### config.mk
export PLATFORM = sky130hd
export DESIGN_NAME = uart_tx_serializer_flat
export DESIGN_NICKNAME = d
export VERILOG_FILES = /design/src/rtl/uart_tx_if.sv /design/src/rtl/uart_tx_serializer.sv /design/src/flat_wrapper.sv
export SDC_FILE = /design/constraint.sdc
export NUM_CORES = 1
export LEC_CHECK = 0
export CAP_MARGIN = 30
export CORE_MARGIN = 3
export CORE_UTILIZATION = 30
export DETAILED_ROUTE_END_ITERATION = 16
export GPL_ROUTABILITY_DRIVEN = 0
export PLACE_DENSITY_LB_ADDON = 0.1
export SLEW_MARGIN = 20
export SYNTH_ARGS = -nofsm -noshare
export SYNTH_HDL_FRONTEND = slang
export SYNTH_SLANG_ARGS = --single-unit
export TNS_END_PERCENT = 10
### constraint.sdc
create_clock -name clk -period 3.3 [get_ports clk]
set_input_delay 0.66 -clock clk [delete_from_list [all_inputs] [get_ports clk]]
set_output_delay 0.66 -clock clk [all_outputs]
set_load 0.02 [all_outputs]
### src/rtl/uart_tx_if.sv
// Byte handshake between the UART TX controller (master) and the serializer (slave).
// The master presents a byte with valid; the slave takes it when ready is high.
interface uart_tx_if;
  logic [7:0] tx_data;
  logic       tx_data_valid;
  logic       tx_data_ready;

  modport master (
    output tx_data,
    output tx_data_valid,
    input  tx_data_ready
  );

  modport slave (
    input  tx_data,
    input  tx_data_valid,
    output tx_data_ready
  );
endinterface

### src/rtl/uart_tx_serializer.sv
// UART transmit serializer: accepts bytes over a valid/ready handshake and shifts them out
// LSB first as START, 8 data bits, optional parity and one or two STOP bits.
module uart_tx_serializer #(
  parameter int unsigned CLK_FRE   = 27,
  parameter int unsigned BAUD_RATE = 115200,
  parameter int unsigned PARITY    = 0,
  parameter int unsigned STOP_BITS = 1
) (
  input  logic       clk,
  input  logic       rst,
  uart_tx_if.slave   bus,
  output logic       tx_busy,
  output logic       tx_pin
);

  localparam int unsigned CyclesPerBit = CLK_FRE * 1000000 / BAUD_RATE;
  localparam int unsigned CntW         = (CyclesPerBit < 2) ? 1 : $clog2(CyclesPerBit);

  if (CyclesPerBit < 2) begin : gen_bad_baud
    $error("uart_tx_serializer: fewer than 2 clock cycles per bit");
  end
  if (STOP_BITS < 1 || STOP_BITS > 2) begin : gen_bad_stop
    $error("uart_tx_serializer: STOP_BITS must be 1 or 2");
  end
  if (PARITY > 2) begin : gen_bad_parity
    $error("uart_tx_serializer: PARITY must be 0, 1 or 2");
  end

  typedef enum logic [2:0] {
    StIdle,
    StStart,
    StData,
    StParity,
    StStop
  } state_e;

  state_e          state_q, state_d;
  logic [CntW-1:0] cnt_q, cnt_d;
  logic [2:0]      bit_q, bit_d;
  logic [7:0]      shift_q, shift_d;
  logic            par_q, par_d;
  logic            pin_q, pin_d;
  logic            ready_q, ready_d;
  logic            busy_q, busy_d;
  logic            bit_end;

  assign bit_end = (cnt_q == CntW'(CyclesPerBit - 1));

  always_comb begin
    state_d = state_q;
    cnt_d   = bit_end ? '0 : cnt_q + CntW'(1);
    bit_d   = bit_q;
    shift_d = shift_q;
    par_d   = par_q;
    pin_d   = pin_q;
    ready_d = ready_q;
    busy_d  = busy_q;

    unique case (state_q)
      StIdle: begin
        // ready rises here on the first cycle out of reset
        cnt_d   = '0;
        bit_d   = '0;
        pin_d   = 1'b1;
        ready_d = 1'b1;
        busy_d  = 1'b0;
        if (bus.tx_data_valid && ready_q) begin
          shift_d = bus.tx_data;
          par_d   = (PARITY == 1) ? ~^bus.tx_data : ^bus.tx_data;
          state_d = StStart;
          pin_d   = 1'b0;
          ready_d = 1'b0;
          busy_d  = 1'b1;
        end
      end

      StStart: begin
        if (bit_end) begin
          state_d = StData;
          pin_d   = shift_q[0];
        end
      end

      StData: begin
        if (bit_end) begin
          if (bit_q == 3'd7) begin
            bit_d   = '0;
            state_d = (PARITY != 0) ? StParity : StStop;
            pin_d   = (PARITY != 0) ? par_q : 1'b1;
          end else begin
            bit_d   = bit_q + 3'd1;
            shift_d = shift_q >> 1;
            pin_d   = shift_q[1];
          end
        end
      end

      StParity: begin
        if (bit_end) begin
          state_d = StStop;
          pin_d   = 1'b1;
        end
      end

      StStop: begin
        if (bit_end) begin
          if (bit_q == 3'(STOP_BITS - 1)) begin
            state_d = StIdle;
            bit_d   = '0;
            pin_d   = 1'b1;
            ready_d = 1'b1;
            busy_d  = 1'b0;
          end else begin
            bit_d = bit_q + 3'd1;
          end
        end
      end

      default: begin
        state_d = StIdle;
        cnt_d   = '0;
        bit_d   = '0;
        pin_d   = 1'b1;
        ready_d = 1'b0;
        busy_d  = 1'b0;
      end
    endcase
  end

  always_ff @(posedge clk) begin
    if (rst) begin
      state_q <= StIdle;
      cnt_q   <= '0;
      bit_q   <= '0;
      shift_q <= '0;
      par_q   <= 1'b0;
      pin_q   <= 1'b1;
      ready_q <= 1'b0;
      busy_q  <= 1'b0;
    end else begin
      state_q <= state_d;
      cnt_q   <= cnt_d;
      bit_q   <= bit_d;
      shift_q <= shift_d;
      par_q   <= par_d;
      pin_q   <= pin_d;
      ready_q <= ready_d;
      busy_q  <= busy_d;
    end
  end

  assign bus.tx_data_ready = ready_q;
  assign tx_busy           = busy_q;
  assign tx_pin            = pin_q;

endmodule

### src/flat_wrapper.sv
// flat-port wrapper written by rule: the top's interface ports become plain ports
module uart_tx_serializer_flat 
#(
  parameter int unsigned CLK_FRE   = 27,
  parameter int unsigned BAUD_RATE = 115200,
  parameter int unsigned PARITY    = 0,
  parameter int unsigned STOP_BITS = 1
)
  (clk, rst, tx_busy, tx_pin, bus_tx_data, bus_tx_data_valid, bus_tx_data_ready);
  uart_tx_if bus_i ();
  input  logic clk;
  input  logic rst;
  output logic tx_busy;
  output logic tx_pin;
  input wire logic [$bits(bus_i.tx_data)-1:0] bus_tx_data;
  input wire logic [$bits(bus_i.tx_data_valid)-1:0] bus_tx_data_valid;
  output wire logic [$bits(bus_i.tx_data_ready)-1:0] bus_tx_data_ready;
  assign bus_i.tx_data = bus_tx_data;
  assign bus_i.tx_data_valid = bus_tx_data_valid;
  assign bus_tx_data_ready = bus_i.tx_data_ready;
  uart_tx_serializer #(.CLK_FRE(CLK_FRE), .BAUD_RATE(BAUD_RATE), .PARITY(PARITY), .STOP_BITS(STOP_BITS)) u_core (.clk(clk), .rst(rst), .bus(bus_i), .tx_busy(tx_busy), .tx_pin(tx_pin));
endmodule
# Yosys cells after proc, flatten, opt, wreduce, memory -nomap -nowiden
# Cells that the tools add are included.
# totals
register_bits	25
input_bits	11
word_cells	69
# classes
add_sub_neg	2
n_eq_ne	14
n_mux	30
bitwise_logic	3
n_reduce_logical	13
# ops
cell	count
$mux W3	11
$mux W8	3
$pmux W8 S2	1
$pmux W3 S5	1
$ne A2 B1 Y1 const B	7
$mux W1	10
$pmux W3 S3	1
$add A8 B1 Y8 const B	1
$eq A8 B8 Y1 const B	1
$reduce_and A7 Y1	1
$eq A3 B2 Y1 const B	2
$eq A3 B3 Y1 const B	2
$logic_not A3 Y1	2
$pmux W1 S3	2
$reduce_and A3 Y1	2
$reduce_or A3 Y1	2
$pmux W1 S5	1
$reduce_and A5 Y1	1
$reduce_and A4 Y1	1
$reduce_or A4 Y1	1
$add A3 B1 Y3 const B	1
$eq A3 B1 Y1 const B	1
$not A1 Y1	3
$ne A2 B2 Y1 const B	1
other kinds (3)	3

# Logic depth before layout (Yosys ltp)
# Gate-level depths: netlist (run 1).
# depth
word_depth	4
ltp_mapped	8
mapped_depth_nobuf	6

# Least setup slack after synthesis (run 1)
# Ideal clock, no wire load.
# synth_timing
path_type	reg-to-reg
startpoint	register u_core.cnt_q[0]
endpoint	register u_core.shift_q[5]
setup_ns	0.133
t_arrival_ns	1.448
required_ns	3.167
slack_ns	1.718
path_stages_with_launch	8
path_cell_list	dfxtp_1 > ha_1 > and4b_1 > buf_4 > nand4b_2 > buf_4 > a221oi_1 > a311oi_1
# synth_between
elab_chain_len	3
# synth_rtl
item	line_no	source
start, declared	uart_tx_serializer.sv:38	logic [CntW-1:0] cnt_q, cnt_d;
start signal, assigned	uart_tx_serializer.sv:142	cnt_q <= cnt_d;
$eq A8 B8 Y1	uart_tx_serializer.sv:47	assign bit_end = (cnt_q == CntW'(CyclesPerBit - 1));
$ne A2 B1 Y1 (no source line)	-	
$reduce_and A4 Y1 (no source line)	-	
end signal, assigned	uart_tx_serializer.sv:144	shift_q <= shift_d;
end, declared	uart_tx_serializer.sv:40	logic [7:0] shift_q, shift_d;
# Every way passes these cells.
# A chain may end at the register's enable or synchronous reset.

# Final worst setup path (run 1)
# layout_timing
startpoint	register u_core.ready_q, in the netlist u_core.bus.tx_data_ready
endpoint	output bus_tx_data_ready
# layout_lines
item	line_no	source
start, declared	uart_tx_serializer.sv:43	logic ready_q, ready_d;
start signal, assigned	uart_tx_serializer.sv:147	ready_q <= ready_d;
end, declared	flat_wrapper.sv:17	output wire logic [$bits(bus_i.tx_data_ready)-1:0] bus_tx_data_ready;
# No word-level cell between the ends.

==> results summary, run 1 <==
The worst hold path belongs to the class flop to flop. Summing every instance area after synthesis gives ~1400 sq um. TritonCTS built the clock tree.

The internal power consumption is 433 uW. The clock slew at the register clock pins of the worst setup and hold paths came out at 0.09 ns. The count of nets left with antenna violations once routing finished came out at 0. The post-route minimum period came out at 1.99 ns. Detailed placement finished with a half-perimeter wire length of 2030 um. The net switching share of the total power came out at 25.3%. The starting utilization of the core area is 32.6%. Setup violations remaining at the end of the flow were counted as 0. The via count of the first global-routing pass came to 1089.

The data required time at the worst endpoint is 2.64 ns. The pin count of the biggest net entering global routing is 20. The cell family contributing the most delay on the critical path is buffers and inverters. The total power after layout came out at 580 uW. The post-cts resize count came out at 0.

Synthesis produced 152 cells. The sequential cell fraction of total power came out at 56.2%. The largest buffer count on any clock path came out at 2. For this run, the top clock speed supported by timing is 501 MHz. The slowest library cell on the worst path is clkdlybuf4s50_1. The category of the worst setup path capture point is an output port. The aggregate routed wire length is 2860 um. The x dimension of the die is 73.3 um.

In this design, the stage delay of the slowest critical-path cell is 0.64 ns. Setup repair after global routing left no endpoint under its margin. The total die area came out at about 5400 sq um. The part of the total power dissipated in the clock network came out at 32.8%. The arrival time at the worst endpoint came out at 1.33 ns.

The number of H-tree levels is 1. The portion of the clock cycle consumed by the worst path in the final layout came out at just over 60%. The count of TritonRoute iterations in the first routing pass is 4. The number of setup buffers added after CTS is 0. The worst-case IR drop observed on VDD is between 100 and 150 uV. The repair_antennas step left the layout with diodes totalling 0. The worst pin sits at a relative slew slack of 60.5%. The cts-stage hold buffer count came out at 0. STA classifies the critical path startpoint as a flop.

Hold timing on the final database bottoms out at a slack of around 0.48 ns. Traced cell by cell, the critical path runs through clkdlybuf4s50_1. The total number of cells along the worst setup path came out at 1.

The sink count of the clock tree came out at 25. The mean post-synth cell area is 8.95 sq um. The core region is around 4200 sq um. The die height came out at 73.3 um.

The total track usage came out at 11.5%. After detailed placement, the total cell area comes to between 1500 and 2000 sq um. The final global-route overflow total came out at 0.

The number of nets handed over by synthesis was roughly 170. The number of top-level pins came out at 14. The summed negative setup slack over all endpoints is 0 ns. The number of hold violations in the final report is 0. Compared with the post-synthesis result, the final layout area differs by 14.7%. The largest clock skew in the final design came out at ~0.0033 ns. During placement, the flow inserted port buffers numbering 13. After detailed routing, the number of vias per cell comes to 5.25. The routed length per placed instance is 13.5 um. The share of power burned in combinational logic is 11.0%.

The cell at the root of the clock tree is clkbuf_8. The clock latency of the later-clocked register in the worst-skew pair came out at 0.27 ns. The number of pins with negative max-slew slack in the final report is 0. The share of final-layout standard cells stronger than drive strength 1 is ~7.4%. The largest fanout on the critical path is 5.

The number of buffers added by the clock tree synthesis step is 3. The number of cells on the worst reg-to-reg path is 5. The detailed-route DRC error count is 0. The power per standard cell area is 371 nW/um^2. The max-capacitance violation count is 0. Summed over all cells, the static leakage comes to 0.553 nW.

At the pin with the least slew margin, the transition time is 0.591 ns. The critical setup path kind is flop to output port. The hold path depth came out at 2. The global-route wire length before repair is 5040 um.

The total number of yosys warnings is 0. In this run, the number of DRC markers left after iteration 0 of detailed routing was 62. After routing the design area is 1560 sq um. The sequential-to-total area share from yosys stat is between 30% and 40%.

The final net count is 180. The number of synthesized register bits came out at 25. The run finished with clean final reports. The via count of the routed design is 1114.

The floorplan has 23 rows. The reported net switching power came out at 147 uW. The number of antenna violations at the first check in global routing is 0. The number of different library cells used by synthesis comes to 44.

The number of buffer and inverter stages on the critical path is 1.
## worst paths after layout
kind,endpoint,start,slack (ns)
max,bus_tx_data_ready,u_core.bus.tx_data_ready$_SDFFE_PP0P_,1.31
min,u_core.shift_q[6]$_SDFFE_PP0P_,u_core.shift_q[6]$_SDFFE_PP0P_,0.48
max reg2reg,u_core.shift_q[4]$_SDFFE_PP0P_,u_core.state_q[1]$_SDFFE_PP0P_,1.35
min reg2reg,u_core.shift_q[6]$_SDFFE_PP0P_,u_core.shift_q[6]$_SDFFE_PP0P_,0.48
## kinds of logic after synthesis
group / synth area share, %
AO/OA/AOI/OAI: 21.2
XOR/XNOR: 3.86
adder cells (fa/ha/maj): 5.52
buffers and inverters: 6.90
flip-flops: 36.8
AND/OR/NAND/NOR: 25.8
## through the flow
step	instances	setup WS [ns]	util (%)
global route	212	1.12	37.4
floorplan	152	1.72	-
finish	212	1.31	37.4
detailed placement	208	1.02	36.2
global placement	208	1.04	36.2
CTS	212	1.29	37.4
## synthesized netlist by cell type, drive strengths merged
cell	n	area (sq um)
a211o	1	8.76
a211oi	2	15.0
a21oi	4	20.0
a221oi	8	70.1
a22oi	1	12.5
a311oi	8	70.1
a31oi	2	12.5
and2	1	6.26
and3b	1	8.76
and4	1	8.76
and4b	1	10.0
buf	6	41.3
clkbuf	2	7.51
dfxtp	25	500
ha	6	75.1
inv	12	45.0
nand2	7	26.3
nand2b	3	18.8
nand3	3	15.0
nand3b	1	7.51
nand4	2	12.5
nand4b	2	30.0
nor2	12	52.6
nor2b	10	62.6
nor3	3	15.0
nor3b	2	20.0
nor4b	1	8.76
nor4bb	1	10.0
o2111ai	1	8.76
o211ai	1	7.51
o21a	2	15.0
o21ai	7	35.0
o22ai	2	12.5
or2	3	18.8
or3b	1	8.76
or4b	1	10.0
xnor2	3	26.3
xor2	3	26.3
## final cells by class
type                            instances  area, sq um
Fill cell                             429         2610
Multi-Input combinational cell        107          766
Sequential cell                        25          500
Timing Repair Buffer                   14          138
Tap cell                               50         62.6
Inverter                               12         45.0
Clock buffer                            3         41.3
Clock inverter                          1         7.51
## routing by layer
layer	GRT usage, %	vias to the layer above	part of all wire, %	routed length, um
met5	0	-	0	0
met4	3.02	0	0.84	24
met3	2.19	4	3.5	101
met2	18.8	17	45	1280
met1	15.5	519	51	1450
li1	-	574	-	-
## cell usage in the layout (no fill, tap or decap), types with 4 or more instances in the layout
cell type	count
inv_1	12
clkdlybuf4s50_1	13
a21oi_1	4
a221oi_1	8
a311oi_1	8
nand2_1	7
dfxtp_1	25
nor2_1	11
nor2b_1	10
ha_1	6
o21ai_0	6
## registers in the layout, indices dropped and copies added (netlist names)
register	flops
u_core.cnt_q	8
u_core.shift_q	8
u_core.bit_q	3
u_core.state_q	3
u_core.bus.tx_data_ready	1
u_core.tx_busy	1
u_core.tx_pin	1
## power by group through the flow
stage                     combinational, mW  clock (mW)  sequential [mW]
final                                0.0636       0.190            0.326
after global routing                 0.0716       0.213            0.328
after CTS                            0.0646       0.200            0.326
after detailed placement             0.0642           0            0.333
after global placement               0.0642           0            0.332
after floorplan                      0.0378           0            0.331
Note: power is estimated with default switching activity, not from simulation.
==> run 2, diff against run 1 <==
Clock period 3.3 ns to 2.1 ns, I/O delays scaled along.
==> run 2 against run 1 <==
Power rose by 56%. Register-to-register slack worse by 1.1 ns. Combinational power up 65%. Flip-flop and latch count unchanged. Count of clock-buffer cells in the layout increased by 1. Critical endpoint is now u_core.shift_q[1]$_SDFFE_PP0P_. Largest cell class unchanged.
==> results summary, run 2 (same netlist as run 1, synthesis figures left out) <==
The number of setup buffers added after CTS was 0 (unchanged). The via count of the first global-routing pass came out at 1056 (-3.0%). The largest buffer count on any clock path is 2 (unchanged). The sequential cell fraction of total power came out at 56.8% (+0.6 points). The total die area was 5380 sq um (unchanged). The die height came out at 73.3 um (unchanged). The transition time at the pin with the least slew margin is 0.483 ns (-0.109 ns). The worst ir drop on vdd came to 259 uV (+100%).

The run finished with clean final reports. The number of H-tree levels came out at 1 (unchanged). The via count of the routed design came out at 1130 (+1.4%). The ratio of routed vias to standard cells came out at 5.28 (+0.49%). The part of the total power dissipated in the clock network is 31.5% (-1.3 points). The cell area after placement was 1530 sq um (+0.99%). The net switching share of the total power came to 24.1% (-1.2 points). The post-cts resize count is 0 (unchanged). The standard-cell row count was 23 (unchanged).

The total track usage is 11.7% (+0.21 points). The power per standard cell area is 574 nW/um^2 (+54%). The largest registers in the layout are u_core.cnt_q: 8 flops, u_core.shift_q: 8 flops.

The number of buffers added by the clock tree synthesis step came out at 3 (unchanged). The largest fanout on the critical path came out at 15 (+10). The global-route wire length before repair is 5090 um (+1.1%). The final global-route overflow total is 0 (unchanged). The category of the worst setup path capture point is a flop. The portion of the clock cycle consumed by the worst path in the final layout is between 80% and 90%. The internal power consumption was 684 uW (+58%). The final antenna diode count is 0 (unchanged).

The post-detailed-placement half-perimeter wirelength was 2160 um (+6.1%). The starting utilization of the core area came out at 32.6% (unchanged). The summed negative setup slack over all endpoints is 0 ns (unchanged). The largest clock skew in the final design came out at 0.00838 ns (+0.00510 ns).

The detailed-route DRC error count is 0 (unchanged). The number of top-level pins was 14 (unchanged). The share of final-layout standard cells stronger than drive strength 1 came out at 7.93% (+0.52 points). The register-to-register setup slack came out at 0.22 ns (-1.13 ns). The number of hold violations in the final report came out at 0 (unchanged).

The x dimension of the die was 73.3 um (unchanged). The routed length per placed instance is 14.1 um (+4.8%). The cts-stage hold buffer count is 0 (unchanged). By startpoint and endpoint, the worst setup path is classified as flop to flop. The share of power burned in combinational logic came out at 11.7% (+0.7 points). The pin count of the biggest net entering global routing came out at 20 (unchanged). The commonest non-fill, non-tap cell in the layout is dfxtp_1. The reported net switching power came to 218 uW (+48%). The max-capacitance violation count came to 0 (unchanged). The residual antenna-violating net count after detailed routing is 0 (unchanged). The total of buffers placed on input and output ports came out at 13 (unchanged). The count of placed standard cells in the final layout, fillers left out is 214 (+0.94%). The post-synthesis to final-layout area growth is 15.5%. The aggregate routed wire length came out at 3020 um (+5.8%). The violation count after the first detailed-routing iteration came to 49 (-21%). The count of TritonRoute iterations in the first routing pass came out at 4 (unchanged).

The final setup violation count is 0 (unchanged). The total core area came out at 4170 sq um (unchanged). The worst slew margin relative to its limit is 67.8% (+7.3 points). The leakage dissipation came out at 0.563 nW (+1.8%). The data required time at the worst endpoint is 2.25 ns (-0.39 ns). The final net count is 182 (+1.1%).

The achievable clock frequency is 533 MHz. The final non-filler cell area was 1570 sq um (+0.72%). The number of placed cells counting well taps came out at 210 (+0.96%).

In the layout the commonest cells are 25 x dfxtp_1, 13 x clkdlybuf4s50_1, 12 x inv_1. Clock tree synthesis selected as its root buffer the cell clkbuf_8. The number of antenna violations at the first check in global routing is 0 (unchanged). The tightest min-delay check is of the flop to flop type. Setup repair after global routing left no endpoint under its margin. The sink count of the clock tree is 25 (unchanged). The post-route minimum period came out at approximately 1.9 ns. TritonCTS built the clock tree.

The clock latency of the later-clocked register in the worst-skew pair is 0.27 ns (about the same). The worst setup path is launched from a flop. The arrival time at the worst endpoint was 2.02 ns (+0.69 ns).

The number of pins with negative max-slew slack in the final report is 0 (unchanged). The clock slew at the register clock pins of the worst setup and hold paths came out at 0.09 ns (about the same).
-- run 2: cell count changes in the layout (fill, tap and decap cells not counted) --
| cell | before | now |
|---|---|---|
| clkinvlp_4 | 1 | 0 |
| clkbuf_1 | 0 | 1 |
| buf_4 | 1 | 3 |
-- run 2: layout make-up --
class | count | area [sq um]
Clock buffer | 4 | 45.0
Fill cell | 414 | 2600
Inverter | 12 | 45.0
Multi-Input combinational cell | 107 | 766
Sequential cell | 25 | 500
Tap cell | 50 | 62.6
Timing Repair Buffer | 16 | 153
-- run 2: through the flow --
stage                     power, mW  worst slack [ns]  hold WS [ns]  utilization, %
after detailed placement      0.628             0.207         0.465            36.6
after CTS                     0.917             0.210         0.478            37.7
final                         0.902             0.224         0.477            37.7
after global routing          0.958            0.0442         0.498            37.7
after floorplan               0.580             0.518         0.437               -
after global placement        0.627             0.323         0.459            36.6
-- run 2: path summary, 6_finish.rpt --
| check | start | endpoint | depth (start not counted) |
|---|---|---|---|
| worst max-delay path | u_core.cnt_q[0]$_SDFF_PP0_ | u_core.shift_q[1]$_SDFFE_PP0P_ | 5 |
| worst min-delay path | u_core.shift_q[4]$_SDFFE_PP0P_ | u_core.shift_q[4]$_SDFFE_PP0P_ | 2 |
| worst max register to register | u_core.cnt_q[0]$_SDFF_PP0_ | u_core.shift_q[1]$_SDFFE_PP0P_ | 5 |
| worst min register to register | u_core.shift_q[4]$_SDFFE_PP0P_ | u_core.shift_q[4]$_SDFFE_PP0P_ | 2 |
-- run 2: critical path, stage by stage (launching register included) --
cell	delay, ns
dfxtp_1	0.40
ha_1	0.16
and4b_1	0.34
nand4b_2	0.37
a221oi_1	0.39
a311oi_1	0.08
-- run 2: metal layers --
metal	up-vias	global-route usage, %	share of wire, %
met3	2	2.87	3.5
met5	-	0	0
li1	581	-	-
met2	17	18.7	45
met1	530	16.5	51
met4	0	1.21	0.43
-- run 2: power by group through the flow --
| stage | Sequential, mW | Clock (mW) | Combinational [mW] |
|---|---|---|---|
| finish | 0.512 | 0.284 | 0.105 |
| global route | 0.516 | 0.327 | 0.115 |
| CTS | 0.512 | 0.300 | 0.105 |
| detailed placement | 0.523 | 0 | 0.105 |
| global placement | 0.523 | 0 | 0.104 |
| floorplan | 0.521 | 0 | 0.0595 |
==> run 3, diff against run 2 <==
Settings changed: ABC_AREA from default to 1, PLACE_DENSITY from default to 0.44, PLACE_DENSITY_LB_ADDON 0.1 to default.
==> run 3 against run 2 <==
Sequential share of layout area fell by 0.10 points. Count of clock-buffer cells in the layout fell by 1. Clock skew fell by 0.0055 ns. Combinational power rose to 8.3 times the previous value. Fmax rose by 2.6%. Power rose by 110%. First-iteration DRC count fell by 20%. Clock power rose by 6%. Design area rose by 0.32%. Global-route usage barely moved. Critical path type unchanged. Largest cell class unchanged.
==> results summary, run 3 <==
The run finished with clean final reports. The worst slew margin relative to its limit is 75.7% (+7.9 points). TritonCTS built the clock tree. The via count of the first global-routing pass came to 1203 (+14%).

The path class of the lowest-slack min-delay path is flop to flop. The number of hold violations in the final report came out at 0 (unchanged). STA classifies the critical path endpoint as a flop. The register-to-register setup slack came out at 0.27 ns (+0.05 ns). The post-synthesis to final-layout area growth came out at 15.2%.

The commonest non-fill, non-tap cell in the layout is nand2_1. The transition time at the pin with the least slew margin came to 0.362 ns (-0.120 ns). The final antenna diode count is 0 (unchanged). In the final layout, the registers with the most flip-flops are u_core.cnt_q: 8 flops, u_core.shift_q: 8 flops. The largest buffer count on any clock path came out at 2 (unchanged). The residual antenna-violating net count after detailed routing is 0 (unchanged). The post-synthesis instance area came to 1370 sq um (+0.64%).

The element type at the critical path start is a flop. The standard-cell row count came out at 23 (unchanged). The portion of synthesized cell area occupied by the leading cell type was 36.6% (-0.24 points). The number of synthesized register bits came out at 25 (unchanged). The tree is rooted in a clkbuf_8. After synthesis, the most frequently instantiated cells are 50 x nand2_1, 34 x nor2_1, 25 x dfxtp_1.

The number of top-level pins is 14 (unchanged). The clock latency of the later-clocked register in the worst-skew pair came out at 0.27 ns (about the same). The slowest library cell on the worst path is a211oi_1. The post-route minimum period came out at 1.83 ns (-0.0470 ns). The max-capacitance violation count came out at 0 (unchanged). The final global-route overflow total is 0 (unchanged). The violation count after the first detailed-routing iteration is 39 (-20%).

The aggregate routed wire length is 2800 um (-7.3%). The sink count of the clock tree came out at 25 (unchanged). The path depth of the worst reg2reg path came to 6 (+1). The pin count of the biggest net entering global routing was 18 (-10%). The number of pins with negative max-slew slack in the final report came out at 0 (unchanged). The worst setup path is of the flop to flop kind. The worst ir drop on vdd is 375 uV (+45%). The largest clock skew in the final design came to 0.00285 ns (-0.00553 ns). The portion of the clock cycle consumed by the worst path in the final layout is 87.1% (-2.2 points).

The total number of yosys warnings came to 0 (unchanged). The die height came out at 73.5 um (+0.29%). The count of TritonRoute iterations in the first routing pass came out at 4 (unchanged).

The cts-stage hold buffer count is 0 (unchanged). The largest fanout on the critical path came out at 15 (unchanged). The arrival time at the worst endpoint was 2.00 ns (-0.02 ns). The global-route wire length before repair is 5040 um (-0.96%).

The ratio of routed vias to standard cells came to 4.57 (-13%). The critical path goes through ha_1 > ha_1 > a211oi_1 > nand3_2 > nor2_1 > nor2_1. The post-synthesis cell count is 201 (+32%). The largest incremental delay on the critical path is 0.37 ns (-0.03 ns). The number of buffers added by the clock tree synthesis step is 3 (unchanged).

The most common cell in the synthesized netlist is nand2_1. The post-cts resize count came out at 0 (unchanged). The detailed-route DRC error count was 0 (unchanged). The routed length per placed instance came out at 10.6 um (-25%).

The number of setup buffers added after CTS came to 0 (unchanged). The achievable clock frequency came out at 547 MHz (+2.6%). The clock slew at the register clock pins of the worst setup and hold paths was 0.09 ns (about the same). The layout filler cell count is 457 (+10%). The total track usage came out at 11.7% (about the same). Setup repair after global routing left no endpoint under its margin. The number of antenna violations at the first check in global routing is 0 (unchanged). The count of distinct cell types in the synthesized netlist is 27 (-39%). The startpoint identified for the worst hold timing path is u_core.cnt_q[0]$_SDFF_PP0_. The post-detailed-placement half-perimeter wirelength is 2080 um (-3.6%). Sorting the synthesized cells by area gives the leading types as dfxtp_1 37%, nand2_1 14%, nor2_1 9.3%.

The async set or reset register ratio after synthesis was 0% (unchanged). The final setup violation count is 0 (unchanged). The final net count was 232 (+27%).

The number of nets in the synthesized netlist was 218 (+29%). The summed negative setup slack over all endpoints is 0 ns (unchanged). The share of final-layout standard cells stronger than drive strength 1 came to 11.7% (+3.8 points). The total power after layout came out at 1.85 mW (+110%). The data required time at the worst endpoint is 2.27 ns (+0.02 ns). The x dimension of the die is 73.5 um (+0.29%).

The cell taking the most area after synthesis is dfxtp_1. The library cells used most frequently in the layout, excluding fill and tap cells, are 50 x nand2_1, 34 x nor2_1, 25 x dfxtp_1. The total of buffers placed on input and output ports was 13 (unchanged). The hold path depth came to 1 (-1). The worst register-to-register path begins at u_core.bit_q[0]$_SDFFE_PP0P_. The number of H-tree levels is 1 (unchanged).

The path with the worst hold slack has its endpoint at u_core.cnt_q[0]$_SDFF_PP0_. The power per standard cell area is 1170 nW/um^2 (+100%). The sequential-to-total area share from yosys stat came out at 36.6% (-0.24 points). In the synthesized netlist the dominant register cell turns out to be dfxtp_1.

The leakage dissipation came to 0.724 nW (+29%). The endpoint identified for the worst register-to-register timing path is u_core.shift_q[5]$_SDFFE_PP0P_. The total die area came out at 5410 sq um (+0.59%).

The mean post-synth cell area is 6.81 sq um (-24%). The number of enable flip-flop cells after synthesis came out at 0 (unchanged). The total core area is 4200 sq um (+0.69%). The via count of the routed design is 1207 (+6.8%). The starting utilization of the core area was 32.6% (about the same).
[run 3: worst max path at each step]
stage | from | to | slack [ns] | cells after the start
after detailed placement | u_core.bit_q[0]$_SDFFE_PP0P_ | u_core.shift_q[5]$_SDFFE_PP0P_ | 0.28 | 6
after global routing | u_core.bit_q[0]$_SDFFE_PP0P_ | u_core.shift_q[0]$_SDFFE_PP0P_ | 0.07 | 7
final | u_core.bit_q[0]$_SDFFE_PP0P_ | u_core.shift_q[5]$_SDFFE_PP0P_ | 0.27 | 6
after CTS | u_core.bit_q[0]$_SDFFE_PP0P_ | u_core.shift_q[3]$_SDFFE_PP0P_ | 0.26 | 7
after global placement | bus_tx_data_valid | u_core.shift_q[1]$_SDFFE_PP0P_ | 0.34 | 6
after floorplan | u_core.bit_q[0]$_SDFFE_PP0P_ | u_core.shift_q[0]$_SDFFE_PP0P_ | 0.53 | 7
[run 3: worst max-delay path: cells and delay by family, from the launching register on]
kind / cells / cell delay, ns
compound gates: 1 / 0.37
fa+ha+maj: 2 / 0.41
flops: 1 / 0.33
simple gates: 3 / 0.61
[run 3: layer usage]
layer,routed length [um],up-vias,track usage (%)
met5,0,-,0
met4,22,0,3.62
met3,89,2,2.87
met2,1320,18,19.5
met1,1370,540,14.8
li1,-,647,-
[run 3: layout make-up]
| cell class | instances | area (sq um) | area share [%] |
|---|---|---|---|
| multi-input combinational | 145 | 733 | 46.5 |
| sequential | 25 | 500 | 31.7 |
| timing repair buffer | 13 | 130 | 8.25 |
| inverter | 27 | 101 | 6.43 |
| tap | 50 | 62.6 | 3.97 |
| clock buffer | 3 | 41.3 | 2.62 |
| clock inverter | 1 | 7.51 | 0.476 |
[run 3: stage by stage]
| stage | cell area, sq um | std cells | hold WS (ns) | util [%] | worst slack [ns] |
|---|---|---|---|---|---|
| after floorplan | 1370 | 201 | 0.434 | - | 0.529 |
| after global placement | 1530 | 260 | 0.449 | 36.4 | 0.344 |
| after detailed placement | 1530 | 260 | 0.454 | 36.4 | 0.277 |
| after CTS | 1580 | 264 | 0.476 | 37.5 | 0.264 |
| after global routing | 1580 | 264 | 0.490 | 37.5 | 0.0672 |
| final | 1580 | 264 | 0.468 | 37.5 | 0.271 |
[run 3: cell families (layout without fill, tap and decap cells)]
kind of cell	after synthesis	count (layout)	share of synthesized area (%)
xor gates and xnor gates	3	3	1.92
adders and majority gates	6	6	5.48
and+or+nand+nor	114	114	37.4
AOI/OAI and AO/OA	22	22	8.77
DFF	25	25	36.6
buffers and inverters	31	44	9.87
[run 3: power breakdown]
group          internal [mW]  total [mW]  switching, mW
sequential             0.595       0.684         0.0890
combinational          0.307       0.868          0.561
clock                  0.135       0.300          0.166
total                   1.04        1.85          0.815
